===== src/rtl/gal_olmc_cfg_seq.sv =====
// GAL OLMC configuration sequencer: collects per-OLMC writes in a shadow, then
// shifts the full frame out serially and latches it into the active config.
//
// state | meaning
// IDLE  | accepting writes; a commit (or pending commit) starts a frame
// SHIFT | frame bits go out on sdo/sclk, MSB first
// LATCH | one-cycle sload strobe; active config updates at its end
module gal_olmc_cfg_seq #(
    parameter int N_OLMC = 8,
    parameter int DIV    = 2,
    localparam int IW    = (N_OLMC > 1) ? $clog2(N_OLMC) : 1
) (
    input  logic              C,
    input  logic              R,
    input  logic              req_valid,
    output logic              req_ready,
    input  logic [IW-1:0]     req_idx,
    input  logic              req_reg,
    input  logic              req_inv,
    input  logic              req_oe,
    input  logic              commit,
    output logic              busy,
    output logic              err,
    output logic              sclk,
    output logic              sdo,
    output logic              sload,
    output logic              done,
    output logic [N_OLMC-1:0] cfg_reg,
    output logic [N_OLMC-1:0] cfg_inv,
    output logic [N_OLMC-1:0] cfg_oe
);
    localparam int FW = 3 * N_OLMC;
    localparam int BW = $clog2(FW + 1);
    localparam int DW = $clog2(DIV + 1);
    localparam logic [31:0] N_U = N_OLMC;

    typedef enum logic [1:0] {IDLE, SHIFT, LATCH} state_t;
    state_t state, state_nxt;

    logic [N_OLMC-1:0] sh_reg, sh_inv, sh_oe;
    logic [N_OLMC-1:0] sh_reg_nxt, sh_inv_nxt, sh_oe_nxt;
    logic [N_OLMC-1:0] snap_reg, snap_inv, snap_oe;
    logic [FW-1:0]     frame, frame_nxt;
    logic [DW-1:0]     div_cnt;
    logic [BW-1:0]     bit_cnt;
    logic              phase_hi;
    logic              pend;
    logic              wr_acc, idx_ok, start, div_end, bit_end, last_bit;

    assign wr_acc   = req_valid & req_ready;
    assign idx_ok   = (32'(req_idx) < N_U);
    assign start    = (state == IDLE) && (commit || pend);
    assign div_end  = (div_cnt == DW'(DIV - 1));
    assign bit_end  = phase_hi && div_end;
    assign last_bit = (bit_cnt == BW'(FW - 1));

    // Shadow including a write accepted this cycle, so a same-cycle commit sees it.
    always_comb begin
        sh_reg_nxt = sh_reg;
        sh_inv_nxt = sh_inv;
        sh_oe_nxt  = sh_oe;
        if (wr_acc && idx_ok) begin
            sh_reg_nxt[req_idx] = req_reg;
            sh_inv_nxt[req_idx] = req_inv;
            sh_oe_nxt[req_idx]  = req_oe;
        end
    end

    always_comb begin
        frame_nxt = '0;
        for (int i = 0; i < N_OLMC; i++) begin
            frame_nxt[3*i+2] = sh_oe_nxt[i];
            frame_nxt[3*i+1] = sh_inv_nxt[i];
            frame_nxt[3*i]   = sh_reg_nxt[i];
        end
    end

    always_ff @(posedge C) begin
        if (R) state <= IDLE;
        else   state <= state_nxt;
    end

    always_comb begin
        state_nxt = state;
        req_ready = 1'b0;
        busy      = 1'b0;
        sclk      = 1'b0;
        sdo       = 1'b0;
        sload     = 1'b0;
        case (state)
            IDLE: begin
                req_ready = 1'b1;
                if (start) state_nxt = SHIFT;
            end
            SHIFT: begin
                busy = 1'b1;
                sclk = phase_hi;
                sdo  = frame[FW-1];
                if (bit_end && last_bit) state_nxt = LATCH;
            end
            LATCH: begin
                busy      = 1'b1;
                sload     = 1'b1;
                state_nxt = IDLE;
            end
            default: state_nxt = IDLE;
        endcase
    end

    always_ff @(posedge C) begin
        if (R) begin
            sh_reg   <= '0;
            sh_inv   <= '0;
            sh_oe    <= '1;
            snap_reg <= '0;
            snap_inv <= '0;
            snap_oe  <= '1;
            cfg_reg  <= '0;
            cfg_inv  <= '0;
            cfg_oe   <= '1;
            frame    <= '0;
            div_cnt  <= '0;
            bit_cnt  <= '0;
            phase_hi <= 1'b0;
            pend     <= 1'b0;
            err      <= 1'b0;
            done     <= 1'b0;
        end else begin
            sh_reg <= sh_reg_nxt;
            sh_inv <= sh_inv_nxt;
            sh_oe  <= sh_oe_nxt;
            err    <= wr_acc && !idx_ok;
            done   <= (state == LATCH);

            if (start)                       pend <= 1'b0;
            else if (state != IDLE && commit) pend <= 1'b1;

            if (start) begin
                snap_reg <= sh_reg_nxt;
                snap_inv <= sh_inv_nxt;
                snap_oe  <= sh_oe_nxt;
                frame    <= frame_nxt;
                div_cnt  <= '0;
                bit_cnt  <= '0;
                phase_hi <= 1'b0;
            end else if (state == SHIFT) begin
                if (div_end) begin
                    div_cnt  <= '0;
                    phase_hi <= ~phase_hi;
                    // Advance to the next bit only after the high phase, so sdo
                    // moves while sclk is low.
                    if (phase_hi) begin
                        bit_cnt <= bit_cnt + BW'(1);
                        frame   <= {frame[FW-2:0], 1'b0};
                    end
                end else begin
                    div_cnt <= div_cnt + DW'(1);
                end
            end

            if (state == LATCH) begin
                cfg_reg <= snap_reg;
                cfg_inv <= snap_inv;
                cfg_oe  <= snap_oe;
            end
        end
    end
endmodule


===== config.mk =====
export PLATFORM = sky130hd
export DESIGN_NAME = gal_olmc_cfg_seq
export DESIGN_NICKNAME = d
export VERILOG_FILES = /design/src/rtl/gal_olmc_cfg_seq.sv
export SDC_FILE = /design/constraint.sdc
export NUM_CORES = 1
export LEC_CHECK = 0
export BUFFER_PORTS_ARGS = -buffer_cell sky130_fd_sc_hd__buf_2
export CAP_MARGIN = 20
export CORE_MARGIN = 2
export CORE_UTILIZATION = 45
export DETAILED_ROUTE_END_ITERATION = 10
export GPL_TIMING_DRIVEN = 1
export SKIP_LAST_GASP = 1
export SLEW_MARGIN = 20
export SYNTH_ARGS = -nofsm -noshare
export SYNTH_HDL_FRONTEND = slang
export SYNTH_SLANG_ARGS = --single-unit

===== constraint.sdc =====
create_clock -name C -period 3.4 [get_ports C]
set_input_delay 0 -clock C [delete_from_list [all_inputs] [get_ports C]]
set_output_delay 0 -clock C [all_outputs]
set_load 0.02 [all_outputs]

---- Word level (Yosys, flattened, before mapping) ----
Index checks and enable logic that the tools add are counted.
word-level totals
  output and inout bits ................... 31
  register bits after elaboration ......... 108
  word-level logic and storage cells ...... 66
  bits of input ports ..................... 10
cells by class
  $add $sub $neg .......................... 2
  order comparisons ....................... 2
  reduce and logical (&&, ||, !) cells .... 17
  multiplexer cells ....................... 21
  bitwise operators ....................... 2
  equal/unequal tests ..................... 6
operators with widths
  operator             number
  $mux 24              4
  $bwmux 8             3
  $mux 8               3
  $reduce_bool 2->1    4
  $mux 1               6
  $mux 2               3
  $reduce_and 3->1     2
  $add 5x1->5 const B  1
  $eq 5x5->1 const B   1
  $logic_and 1x1->1    5
  $eq 2x1->1 const B   2
  $lt 3x4->1 const B   1
  $ne 2x2->1 const B   2
  $pmux 2 s2           1
  $reduce_and 2->1     2
  $reduce_or 2->1      2
  $demux 1 s3          1
  $ge 3x1->1 const B   1
  $add 2x1->2 const B  1
  $eq 2x2->1 const B   1
  $logic_not 2->1      1
  $and 1x1->1          1
  $logic_or 1x1->1     1
  $not 1->1            1

---- Logic depth before layout (Yosys ltp) ----
  depth after elaboration ................. 7
  gate-level depth with buffers ........... 8
  gate-level depth less buffers ........... 6

---- Worst setup path after synthesis ----
OpenSTA, ideal clock, no wires.
  path type ............................... register -> register
  from .................................... reg state[0]
  to ...................................... reg snap_oe[0]
  cell stages (with the launch flop) ...... 9
  setup time .............................. 0.131 ns
  period minus slack after synthesis ...... 1.959 ns
  slack ................................... 1.441 ns
  arrival time ............................ 1.828 ns
  cell sequence ........................... dfxtp_1 -> inv_1 -> ha_1 -> clkbuf_1 -> nand2b_1 -> or2_0 -> buf_2 -> a2111oi_2 -> o21ai_1
between the ends
  longest elaborated chain between the ends .. 4
ends and longest elaborated chain
  what                      RTL line  text
  start: declaration        38        state_t state, state_nxt;
  start signal: assignment  80        else state <= state_nxt;
  $logic_not 2->1           90        case (state)
  $mux 1                    90
  named net req_ready       16        output logic req_ready,
  $and 1x1->1               50        assign wr_acc = req_valid & req_ready;
  $mux 8                    62        if (wr_acc && idx_ok) begin
  end signal: assignment    141       snap_oe <= sh_oe_nxt;
  end: declaration          42        logic [N_OLMC-1:0] snap_reg, snap_inv, snap_oe;
The timed path passes the listed nets, and every way through them passes these cells.
A chain may end at the register's enable or synchronous reset.

---- Worst setup path in the final report ----
  from .................................... reg state[0]
  to ...................................... out sload
between the ends
  longest elaborated chain between the ends .. 2
ends and longest elaborated chain
  what              RTL line  text
  $eq 2x2->1        90
  $mux 1            90
  end: declaration  26        output logic sload,
No other way between the ends.

==> impl_metrics.csv <==
group,metric,value,unit
floorplan,coreArea,8680,sq um
logic_synthesis,synth_common_cells,"dfxtp_1, mux2i_1, nor2_1, o21ai_0, nand2_1",
place,place_area,4300,sq um
power_and_ir_drop,power,2.25,mW
worst_setup_path,rr_endpoint,"snap_oe[6]",
global_route,grt_usage,18.2,%
global_route,grt_max_degree,41,
place,post-dp-hpwl,5660,microns
timing,setup_tns,0,ns
clock_network,cts.clk_slew.worst_paths,0.10,ns
logic_synthesis,synth_nets,426,
logic_synthesis,synth_most_common_cell,"dfxtp_1",
logic_synthesis,ys_top_cells_by_area,"dfxtp_1, mux2i_1, nor2_1",
worst_setup_path,arrival,2.08,ns
worst_setup_path,cp-start-kind,"register",
power_and_ir_drop,comb_power_share,7.5,%
worst_setup_path,cpPeakStageDelay,0.69,ns
power_and_ir_drop,p_clk_share,34.1,%
timing,final_hold_viol_count,0,
place,portBuffers,39,
worst_setup_path,crit_path_top_delay_cell,"ha_1",
floorplan,die_area,9710,sq um
worst_setup_path,critPathLaunch,"state[0]",
route,vias,2987,
logic_synthesis,synth_top_area_share,53.8,%
route,first_pass_iters,4,
flow_run,maxCapViolCount,0,
worst_setup_path,rr_worst_depth,6,
worst_setup_path,cp-end-kind,"output port",
worst_setup_path,required,3.40,ns
clock_network,root_buffer,"clkbuf_8",
place,routabilityCongestion,0.781,
worst_setup_path,cp_cell_sequence,"inv_1 -> ha_1 -> buf_4 -> buf_2",
logic_synthesis,seq_area_frac_synth,53.8,%
logic_synthesis,synthDistinctLibCells,39,
outcome,status,"finished, final reports clean",
power_and_ir_drop,power.switching,0.593,mW
layout,drive_gt1_share,14.5,%
floorplan,start_util,46.3,%
route,ant_nets,0,
worst_hold_path,hold_path_class,"in -> reg",
logic_synthesis,async_flop_share,0,%
layout,regMostFlops,"frame",
global_route,grt_pass1_vias,2911,
clock_network,numCtsBuffers,9,
worst_setup_path,rrSetupSlack,1.44,ns
logic_synthesis,syn_inst,412,
timing,slew_headroom,45.1,%
logic_synthesis,synth_edf_count,0,
layout,largest_reg_flops,24,
power_and_ir_drop,peakVddDrop,251,uV
logic_synthesis,netlist_area,4020,sq um
layout,fin_cells,557,
route,wl_per_cell,15.2,microns
place,dpl.cell_count,539,
power_and_ir_drop,swShare,26.3,%
global_route,grt-ovfl-total,0,
layout,n_antenna_cell,0,
layout,syn_to_final_growth,12.4,%
timing,fin_crit_sh,61.3,%
logic_synthesis,yosys_warnings,0,
clock_network,cts_buffer_depth,2,
clock_network,clock_latency,0.37,ns
worst_setup_path,cp_max_fo,14,
power_and_ir_drop,power.density,498,nW/um^2
logic_synthesis,synth_flop_cell,"dfxtp_1",
timing,worst_pin_slew,0.824,ns
floorplan,die_h,98.5,microns
timing,clock.fmax,0.480,GHz
timing,rsz0062_at_grt,"false",
route,post-route-drc-count,0,
power_and_ir_drop,leakagePower,1.86,nW
power_and_ir_drop,internal-power,1.66,mW
layout,fin_area,4520,sq um
logic_synthesis,ys_ff_latch,108,
timing,min_period,2.08,ns
route,initialDrtViolationCount,126,
clock_network,htree_levels,3,
timing,finalSetupViolations,0,
timing,final.setup_skew,0.0121,ns
logic_synthesis,syn_avg_cell_area,9.76,sq um
floorplan,row_count,34,
timing,finalMaxSlewViolations,0,
clock_network,cts.sinks,108,
worst_setup_path,crit_type,"reg -> out",
floorplan,die_w,98.5,microns
clock_network,cts_resized,0,
worst_setup_path,reg2reg_from,"state[1]",
route,viasPerCell,5.36,
layout,fin_util,52.1,%
worst_hold_path,min_path_cells,3,
logic_synthesis,synth_top_area_cell,"dfxtp_1",
worst_setup_path,crit_path_end,"sload",
worst_hold_path,holdCritStartpoint,"req_reg",
power_and_ir_drop,p_seq_share,58.4,%
global_route,grt_pass1_wl,14200,microns
floorplan,boundaryPins,41,
layout,fin_nets,458,
clock_network,cts_tree,"yes",
route,totalWireLength,8490,microns
global_route,antenna_found_initial,0,
-- worst min path at each step --
| stage | to |
|---|---|
| 3_3_place_gp | sh_oe[7] |
| 4_1_cts | sh_oe[1] |
| 2_1_floorplan | sh_oe[7] |
| 3_5_place_dp | sh_oe[7] |
| 6_report | sh_reg[7] |
| 5_1_grt | sh_reg[7] |
-- area by class of cell --
class | instances | area [sq um]
Timing Repair Buffer | 49 | 275
Fill cell | 853 | 4160
Clock inverter | 6 | 67.6
Inverter | 5 | 18.8
Clock buffer | 10 | 138
Tap cell | 108 | 135
Sequential cell | 108 | 2160
Multi-Input combinational cell | 271 | 1720
-- power groups by stage --
| stage | sequential, mW | combinational, mW | clock [mW] |
|---|---|---|---|
| 6_report | 1.32 | 0.168 | 0.767 |
| 3_5_place_dp | 1.35 | 0.167 | 0 |
| 2_1_floorplan | 1.34 | 0.120 | 0 |
| 3_3_place_gp | 1.34 | 0.166 | 0 |
| 4_1_cts | 1.32 | 0.169 | 0.791 |
| 5_1_grt | 1.32 | 0.189 | 0.844 |
-- layout by cell type, fill, tap and decap left out, drive strengths merged --
cell type	instances
nor3	2
nor2b	1
o22ai	17
a31oi	6
o211a	6
buf	47
a2111oi	1
or3b	1
or3	1
conb	1
ha	4
a21boi	1
mux2i	57
clkinv	4
clkbuf	10
dfxtp	108
or2	2
nand4	2
a211oi	1
a21o	1
nand2	31
xnor2	2
o21ai	36
dlygate4sd3	2
nor2	55
and2	2
a21oi	11
o21a	1
nand3	4
nand4b	1
xor2	4
and3	7
nand2b	1
and4b	1
o211ai	5
nand3b	6
inv	7
-- routing by layer --
metal / GRT usage [%] / wire (microns)
met4: 6.32 / 72
met2: 29.6 / 4170
met3: 3.69 / 268
met1: 24.2 / 3970
met5: 0 / 0
-- through the flow --
stage                     setup slack, ns  hold WS [ns]
final                                1.32         0.104
after detailed placement             1.44         0.334
after global placement               1.47         0.339
after global routing                 1.18         0.122
after CTS                            1.25        0.0930
after floorplan                      1.44         0.163
-- logic make-up (layout without fill, tap and decap cells) --
family                   after synthesis  count (layout)  share of synthesized area (%)
flip-flops                           108             108                           53.8
adder cells (fa/ha/maj)                4               4                           1.24
other                                  1               1                         0.0933
AND/OR/NAND/NOR                      117             117                           13.1
AO/OA/AOI/OAI                         86              86                           13.0
XOR/XNOR                               6               6                           1.31
buffers and inverters                 33              70                           3.33
multiplexers                          57              57                           14.2
-- timing repair --
item,in CTS,in global routing
setup buffers,0,0
hold buffers,2,0
hold endpoints to repair,2,0
-- critical path, delay by kind of cell, from the launching register on --
family                     cells  cell delay (ns)
adders and majority gates      1             0.69
buffers and inverters          3             0.68
DFF                            1             0.34
(Power assumes the default switching activity.)
